--- config.mk ---
export PLATFORM = sky130hd
export DESIGN_NAME = byte_fifo_sync_flat
export DESIGN_NICKNAME = d
export VERILOG_FILES = /design/src/rtl/byte_fifo_sync_if.sv /design/src/rtl/byte_fifo_sync.sv /design/src/flat_wrapper.sv
export SDC_FILE = /design/constraint.sdc
export NUM_CORES = 1
export LEC_CHECK = 0
export ABC_AREA = 1
export BUFFER_PORTS_ARGS = -buffer_cell sky130_fd_sc_hd__clkbuf_2
export CAP_MARGIN = 15
export CORE_MARGIN = 4
export CORE_UTILIZATION = 35
export DETAILED_ROUTE_END_ITERATION = 10
export PLACE_DENSITY = 0.53
export SKIP_CTS_REPAIR_TIMING = 1
export SKIP_LAST_GASP = 1
export SYNTH_ARGS = -nofsm -noshare
export SYNTH_HDL_FRONTEND = slang
export SYNTH_SLANG_ARGS = --single-unit
--- constraint.sdc ---
create_clock -name clk -period 4.35 [get_ports clk]
set_clock_uncertainty 0.2 [all_clocks]
set_input_delay 0 -clock clk [delete_from_list [all_inputs] [get_ports clk]]
set_output_delay 0 -clock clk [all_outputs]
set_load 0.02 [all_outputs]
--- src/rtl/byte_fifo_sync_if.sv ---
// Byte FIFO handshake bundle.
// Writer, reader, status and error-flag signals.
interface byte_fifo_sync_if #(
  parameter int DW    = 8,
  parameter int DEPTH = 8
) ();
  localparam int AW = $clog2(DEPTH);

  logic          wr_en;
  logic [DW-1:0] d_in;
  logic          full;
  logic          rd_en;
  logic [DW-1:0] d_out;
  logic          empty;
  logic [AW:0]   count;
  logic          clr_flags;
  logic          ovf;
  logic          unf;

  modport master (
    output wr_en, d_in, rd_en, clr_flags,
    input  full, d_out, empty, count, ovf, unf
  );

  modport slave (
    input  wr_en, d_in, rd_en, clr_flags,
    output full, d_out, empty, count, ovf, unf
  );
endinterface

--- src/rtl/byte_fifo_sync.sv ---
// Single-clock FWFT byte FIFO with sticky
// overflow/underflow flags.
module byte_fifo_sync #(
  parameter  int DW    = 8,
  parameter  int DEPTH = 8,
  localparam int AW    = $clog2(DEPTH)
) (
  input logic               clk,
  input logic               rst,
  byte_fifo_sync_if.slave   f
);

  logic [DW-1:0] mem [DEPTH];
  logic [AW-1:0] wr_ptr;
  logic [AW-1:0] rd_ptr;
  logic [AW:0]   cnt;
  logic          ovf_q;
  logic          unf_q;

  logic full_w;
  logic empty_w;
  logic wr_acc;
  logic rd_acc;

  assign full_w  = (cnt == (AW+1)'(DEPTH));
  assign empty_w = (cnt == '0);

  // A full FIFO still takes a write when a pop frees a slot.
  assign wr_acc = f.wr_en & (~full_w | f.rd_en);
  assign rd_acc = f.rd_en & ~empty_w;

  always_ff @(posedge clk) begin
    if (wr_acc) begin
      mem[wr_ptr] <= f.d_in;
    end
  end

  always_ff @(posedge clk or posedge rst) begin
    if (rst) begin
      wr_ptr <= '0;
      rd_ptr <= '0;
      cnt    <= '0;
      ovf_q  <= 1'b0;
      unf_q  <= 1'b0;
    end else begin
      if (wr_acc) begin
        wr_ptr <= wr_ptr + 1'b1;
      end
      if (rd_acc) begin
        rd_ptr <= rd_ptr + 1'b1;
      end
      unique case (1'b1)
        wr_acc & ~rd_acc: cnt <= cnt + 1'b1;
        rd_acc & ~wr_acc: cnt <= cnt - 1'b1;
        default:          cnt <= cnt;
      endcase
      // Set wins over a same-cycle clear.
      ovf_q <= (f.wr_en & ~wr_acc)
             | (ovf_q & ~f.clr_flags);
      unf_q <= (f.rd_en & empty_w)
             | (unf_q & ~f.clr_flags);
    end
  end

  assign f.d_out = empty_w ? '0 : mem[rd_ptr];
  assign f.full  = full_w;
  assign f.empty = empty_w;
  assign f.count = cnt;
  assign f.ovf   = ovf_q;
  assign f.unf   = unf_q;

endmodule

--- src/flat_wrapper.sv ---
// flat-port wrapper written by rule: the top's interface ports become plain ports
module byte_fifo_sync_flat 
#(
  parameter  int DW    = 8,
  parameter  int DEPTH = 8,
  localparam int AW    = $clog2(DEPTH)
)
  (clk, rst, f_wr_en, f_d_in, f_rd_en, f_clr_flags, f_full, f_d_out, f_empty, f_count, f_ovf, f_unf);
  byte_fifo_sync_if #(.DW(DW), .DEPTH(DEPTH)) f_i ();
  input logic clk;
  input logic rst;
  input wire logic [$bits(f_i.wr_en)-1:0] f_wr_en;
  input wire logic [$bits(f_i.d_in)-1:0] f_d_in;
  input wire logic [$bits(f_i.rd_en)-1:0] f_rd_en;
  input wire logic [$bits(f_i.clr_flags)-1:0] f_clr_flags;
  output wire logic [$bits(f_i.full)-1:0] f_full;
  output wire logic [$bits(f_i.d_out)-1:0] f_d_out;
  output wire logic [$bits(f_i.empty)-1:0] f_empty;
  output wire logic [$bits(f_i.count)-1:0] f_count;
  output wire logic [$bits(f_i.ovf)-1:0] f_ovf;
  output wire logic [$bits(f_i.unf)-1:0] f_unf;
  assign f_i.wr_en = f_wr_en;
  assign f_i.d_in = f_d_in;
  assign f_i.rd_en = f_rd_en;
  assign f_i.clr_flags = f_clr_flags;
  assign f_full = f_i.full;
  assign f_d_out = f_i.d_out;
  assign f_empty = f_i.empty;
  assign f_count = f_i.count;
  assign f_ovf = f_i.ovf;
  assign f_unf = f_i.unf;
  byte_fifo_sync #(.DW(DW), .DEPTH(DEPTH)) u_core (.clk(clk), .rst(rst), .f(f_i));
endmodule
# --- Yosys cells after proc, flatten, opt, wreduce, memory -nomap -nowiden ---
# Memory sizes are Yosys's and may differ from the RTL's.
# Index checks and enable logic that the tools add are counted.
classes:
  add_sub_neg: 4
  eq_ne: 1
  n_mux: 4
  n_bitwise: 16
  reduce_logical: 2
ops:
  columns: ["op", "count"]
  rows:
  - ["$and A1 B1 Y1", 8]
  - ["$mux W8", 1]
  - ["$pmux W4 S2", 1]
  - ["$add A3 B1 Y3 const B", 2]
  - ["$not A1 Y1", 5]
  - ["$add A4 B1 Y4 const B", 1]
  - ["$eq A4 B4 Y1 const B", 1]
  - ["$logic_not A4 Y1", 1]
  - ["$sub A4 B1 Y4 const B", 1]
  - ["$or A1 B1 Y1", 3]
  - ["$mux W1", 2]
  - ["$reduce_bool A2 Y1", 1]
word_totals:
  regBits: 12
  ramBits: 64
  out_inout_bits: 16
  wordCells: 33
  mem_count: 1
memory_table:
  columns: ["memory", "depth", "word_bits", "read_ports", "rd_ports_with_merged_regs", "wr", "line_no", "text"]
  rows:
  - ["u_core.mem", 8, 8, 1, 0, 1, "byte_fifo_sync.sv:13", "logic [DW-1:0] mem [DEPTH];"]

# --- Logic depth before layout (Yosys ltp) ---
logic_depth:
  ltp_word: 7
  depth_mapped: 13
  mapped_depth_nobuf: 13

# --- Least setup slack after synthesis ---
# No wires, ideal clock.
synth_path:
  path_type: "register to register"
  startpoint: "reg u_core.cnt[0] (netlist: u_core.f.count[0])"
  endpoint: "reg u_core.cnt[2] (netlist: u_core.f.count[2])"
  setup_time_ns: 0.082
  t_arrival_ns: 1.986
  setup_slack_ns: 2.082
  stages_incl_launch_ff: 13
  period_less_slack_ns: 2.268
  cell_sequence: "dfrtp_1 > nor2_4 > nand3_4 > inv_4 > nor2_8 > ha_1 > nand2_1 > inv_1 > nor2_1 > ha_1 > a21oi_1 > or2_1 > a31oi_1"
synth_between:
  word_cells_on_any_way: 15
  cone_classes: "add/sub (2); eq/ne (1); mux (1); bitwise (9); reduce/logical (2)"
synth_lines:
  columns: ["item", "line_no", "text"]
  rows:
  - ["from (decl)", "byte_fifo_sync.sv:16", "logic [AW:0] cnt;"]
  - ["from (signal assigned)", "byte_fifo_sync.sv:53", "wr_acc & ~rd_acc: cnt <= cnt + 1'b1;"]
  - ["from (signal assigned)", "byte_fifo_sync.sv:54", "rd_acc & ~wr_acc: cnt <= cnt - 1'b1;"]
  - ["from (signal assigned)", "byte_fifo_sync.sv:55", "default: cnt <= cnt;"]
  - ["$logic_not A4 Y1 (*)", "byte_fifo_sync.sv:26", "assign empty_w = (cnt == '0);"]
  - ["net f_empty", "flat_wrapper.sv:18", "output wire logic [$bits(f_i.empty)-1:0] f_empty;"]
  - ["$not A1 Y1 (*)", "byte_fifo_sync.sv:30", "assign rd_acc = f.rd_en & ~empty_w;"]
  - ["$and A1 B1 Y1 (*)", "byte_fifo_sync.sv:30", null]
  - ["net u_core.rd_acc", "byte_fifo_sync.sv:23", "logic rd_acc;"]
  - ["$not A1 Y1", "byte_fifo_sync.sv:53", null]
  - ["$and A1 B1 Y1", "byte_fifo_sync.sv:53", null]
  - ["$pmux W4 S2 / $reduce_bool A2 Y1 (equally long branches)", null, null]
# The timed path passes the listed nets; every way through them passes the cells marked *.
# A chain may end at the register's enable or synchronous reset.

# --- Worst setup path in the final report ---
layout_path:
  startpoint: "reg u_core.rd_ptr[1]"
  endpoint: "out f_d_out[7]"
layout_between:
  elab_chain_len: 2
layout_rtl:
  columns: ["item", "line_no", "text"]
  rows:
  - ["from (decl)", "byte_fifo_sync.sv:15", "logic [AW-1:0] rd_ptr;"]
  - ["from (signal assigned)", "byte_fifo_sync.sv:50", "rd_ptr <= rd_ptr + 1'b1;"]
  - ["$mem_v2 Z8 W8", null, null]
  - ["$mux W8", "byte_fifo_sync.sv:65", "assign f.d_out = empty_w ? '0 : mem[rd_ptr];"]
  - ["to (decl)", "flat_wrapper.sv:17", "output wire logic [$bits(f_i.d_out)-1:0] f_d_out;"]
# No other way between the ends.

==> results.ini <==
[setup_path]
cp_max_fo = 26
r2r_cells = 12
arrival_ns = 2.36
r2r_start = u_core.f.count[0]$_DFFE_PP0P_
r2r-end = u_core.f.count[2]$_DFFE_PP0P_
ff2ff_setup_slack_ns = 2.01
endpoint_kind = output pin
worstSetupPathType = flip-flop to output pin
worstPathRequired_ns = 4.15
start_kind = flip-flop

[synthesis]
synth_area_leaders = edfxtp_1 59%, dfrtp_1 9.1%, nor2_1 7.3%
yosys.area.top_type = edfxtp_1
synth-simple-area-share_pct = 15.0
synth_top_family_by_area = simple AND/OR/NAND/NOR gates
yosys_most_used_dff = edfxtp_1
synthXorXnorAreaFrac_pct = 1.33
async_flop_share_pct = 15.8
yosys.cell_types.count = 31
syn_inst = 280
synth_nets = 298
synth_top_cells_by_count = 64 x edfxtp_1, 64 x nor2_1, 31 x o21ai_0
synthAdderAreaFrac_pct = 1.91
synth_top_area_share_pct = 58.5
ys_seq_area_share_pct = 67.7
syn-cell-area_um2 = 3280
syn_area_per_cell_um2 = 11.7
synth-compound-area-share_pct = 9.38
yosysWarnings = 0
synth_edf_count = 64
synthMuxAreaShare_pct = 0
ys_ff_latch = 76

[clock_tree]
clkSinkCount = 76
cts_max_path_buffers = 2
root_buffer = clkbuf_8
cts_tree = done
cts.clk_slew.worst_paths_ns = 0.07
insertion_delay_ns = 0.34
cts-htree-levels = 3
cts_buffers = 9

[power]
total_power_mw = 2.54
power.density_nw_per_um2 = 667
leakage_nw = 1.46
peakVddDrop_mv = 0.164

[timing]
fmax_mhz = 390
hold_viol = 1
drv_slew = 0
grt_setup_unrepaired = false
setup_tns_ns = 0
fin_crit_ns = 2.56
relSlewSlack_pct = 37.8
post-route-period-util_pct = 58.9
finalHoldWorstSlack_ns = -0.00208
worst_pin_slew_ns = 0.929
setup_viol = 0

[floorplan]
die_w_um = 105
core-area_um2 = 9200
ioPinCount = 29
dieArea_um2 = 11000
dieHeight_um = 105
start_util_pct = 35.7
rows = 35

[place]
placedCellCount = 409
placedInstanceArea_um2 = 3490
gp_congestion = 0.766
dp_hpwl_mm = 4.25
io_buffer_count = 28

[route]
routed_wl_mm = 6.91
detail_route.first_pass.iterations = 4
post-route-drc-count = 0
routed_via_density = 4.76
drtIter0Drc = 109
via_count = 2086
drtAntennaViolNets = 0
wl_per_cell_um = 15.8

[final_layout]
area_growth_pct = 16.1
fin_area_um2 = 3810
nets = 340
drive_above_1_share_pct = 17.7
diodes = 0
fillers = 875
layout.cells.non_filler = 438

[min_path]
hold_path_class = input port to async pin

[global_route]
antenna_found_initial = 0
grt_pass1_wl_mm = 11.0
overflow = 0
grt.total_usage_pct = 13.3
grt_max_degree = 33
grt_pass1_vias = 2024

[run_status]
status = finished, violations left
violations = negative hold slack

[run]
drv_cap = 0

==> logic make-up after synthesis <==
group,Yosys count
xor gates and xnor gates,5
buffers and inverters,29
AOI/OAI and AO/OA,55
adders and majority gates,5
and+or+nand+nor,110
DFF,76
==> how the worst max path moves through the flow <==
stage,slack [ns],startpoint,end
after floorplan,2.08,u_core.f.count[0]$_DFFE_PP0P_,u_core.f.count[2]$_DFFE_PP0P_
after global placement,2.08,u_core.f.count[0]$_DFFE_PP0P_,u_core.f.count[2]$_DFFE_PP0P_
after detailed placement,2.01,u_core.f.count[0]$_DFFE_PP0P_,u_core.f.count[2]$_DFFE_PP0P_
after CTS,1.77,u_core.rd_ptr[1]$_DFFE_PP0P_,f_d_out[7]
after global routing,1.60,u_core.rd_ptr[1]$_DFFE_PP0P_,f_d_out[0]
final,1.79,u_core.rd_ptr[1]$_DFFE_PP0P_,f_d_out[7]
==> worst max-delay path, stage by stage, from the launching register on <==
cell,delay [ns]
dfrtp_1,0.71
inv_1,0.48
o21ai_0,0.16
o22ai_1,0.19
nor2_1,0.06
nor2_1,0.21
clkbuf_2,0.21
==> layout by cell type, fill, tap and decap left out, types with 2 or more instances in the layout <==
cell | netlist | routed
nor2_1 | 64 | 64
edfxtp_1 | 64 | 64
o21ai_0 | 31 | 31
nand2_1 | 29 | 29
clkbuf_2 | 0 | 28
inv_1 | 14 | 14
dlygate4sd3_1 | 0 | 13
dfrtp_1 | 12 | 12
o22ai_1 | 9 | 9
clkbuf_8 | 0 | 9
o211ai_1 | 8 | 8
o21ai_1 | 5 | 5
ha_1 | 5 | 5
nor2_2 | 4 | 4
nand3_1 | 4 | 4
xnor2_1 | 3 | 3
clkinv_4 | 0 | 3
inv_2 | 2 | 2
inv_4 | 2 | 2
xor2_1 | 2 | 2
==> sequential cells by signal, indices dropped and copies added (netlist names) <==
signal and flops:
u_core.f.unf 1, u_core.f.ovf 1, u_core.f.count 4, u_core.wr_ptr 3, u_core.rd_ptr 3, u_core.mem 64
==> metal layers <==
layer / up-vias / share of wire [%] / global-route usage [%]
met5: - / 0 / 0
met4: 0 / 2.9 / 7.12
met3: 16 / 3.7 / 3.27
met2: 40 / 45 / 19.8
met1: 971 / 48 / 17.9
li1: 1059 / - / -
==> report_power, final <==
part | leakage, nW | switching, mW | internal [mW] | total, mW
combinational | 0.634 | 0.631 | 0.318 | 0.949
sequential | 0.728 | 0.153 | 0.918 | 1.07
clock | 0.0979 | 0.259 | 0.265 | 0.524
==> stage by stage <==
step	hold slack (ns)	utilization (%)	worst slack [ns]
after floorplan	-0.335	-	2.08
after global placement	-0.176	37.9	2.08
after detailed placement	-0.163	37.9	2.01
after CTS	-0.542	40.0	1.77
after global routing	0.0566	41.4	1.60
final	-0.00208	41.4	1.79
==> final cells by class <==
| cell class | instances | area [um^2] | area share (%) |
|---|---|---|---|
| Clock buffer | 10 | 128 | 3.35 |
| Clock inverter | 6 | 65.1 | 1.71 |
| Inverter | 18 | 72.6 | 1.90 |
| Multi-Input combinational cell | 175 | 907 | 23.8 |
| Sequential cell | 76 | 2220 | 58.3 |
| Tap cell | 111 | 139 | 3.64 |
| Timing Repair Buffer | 42 | 278 | 7.29 |
Power figures use the tool's default switching activity.
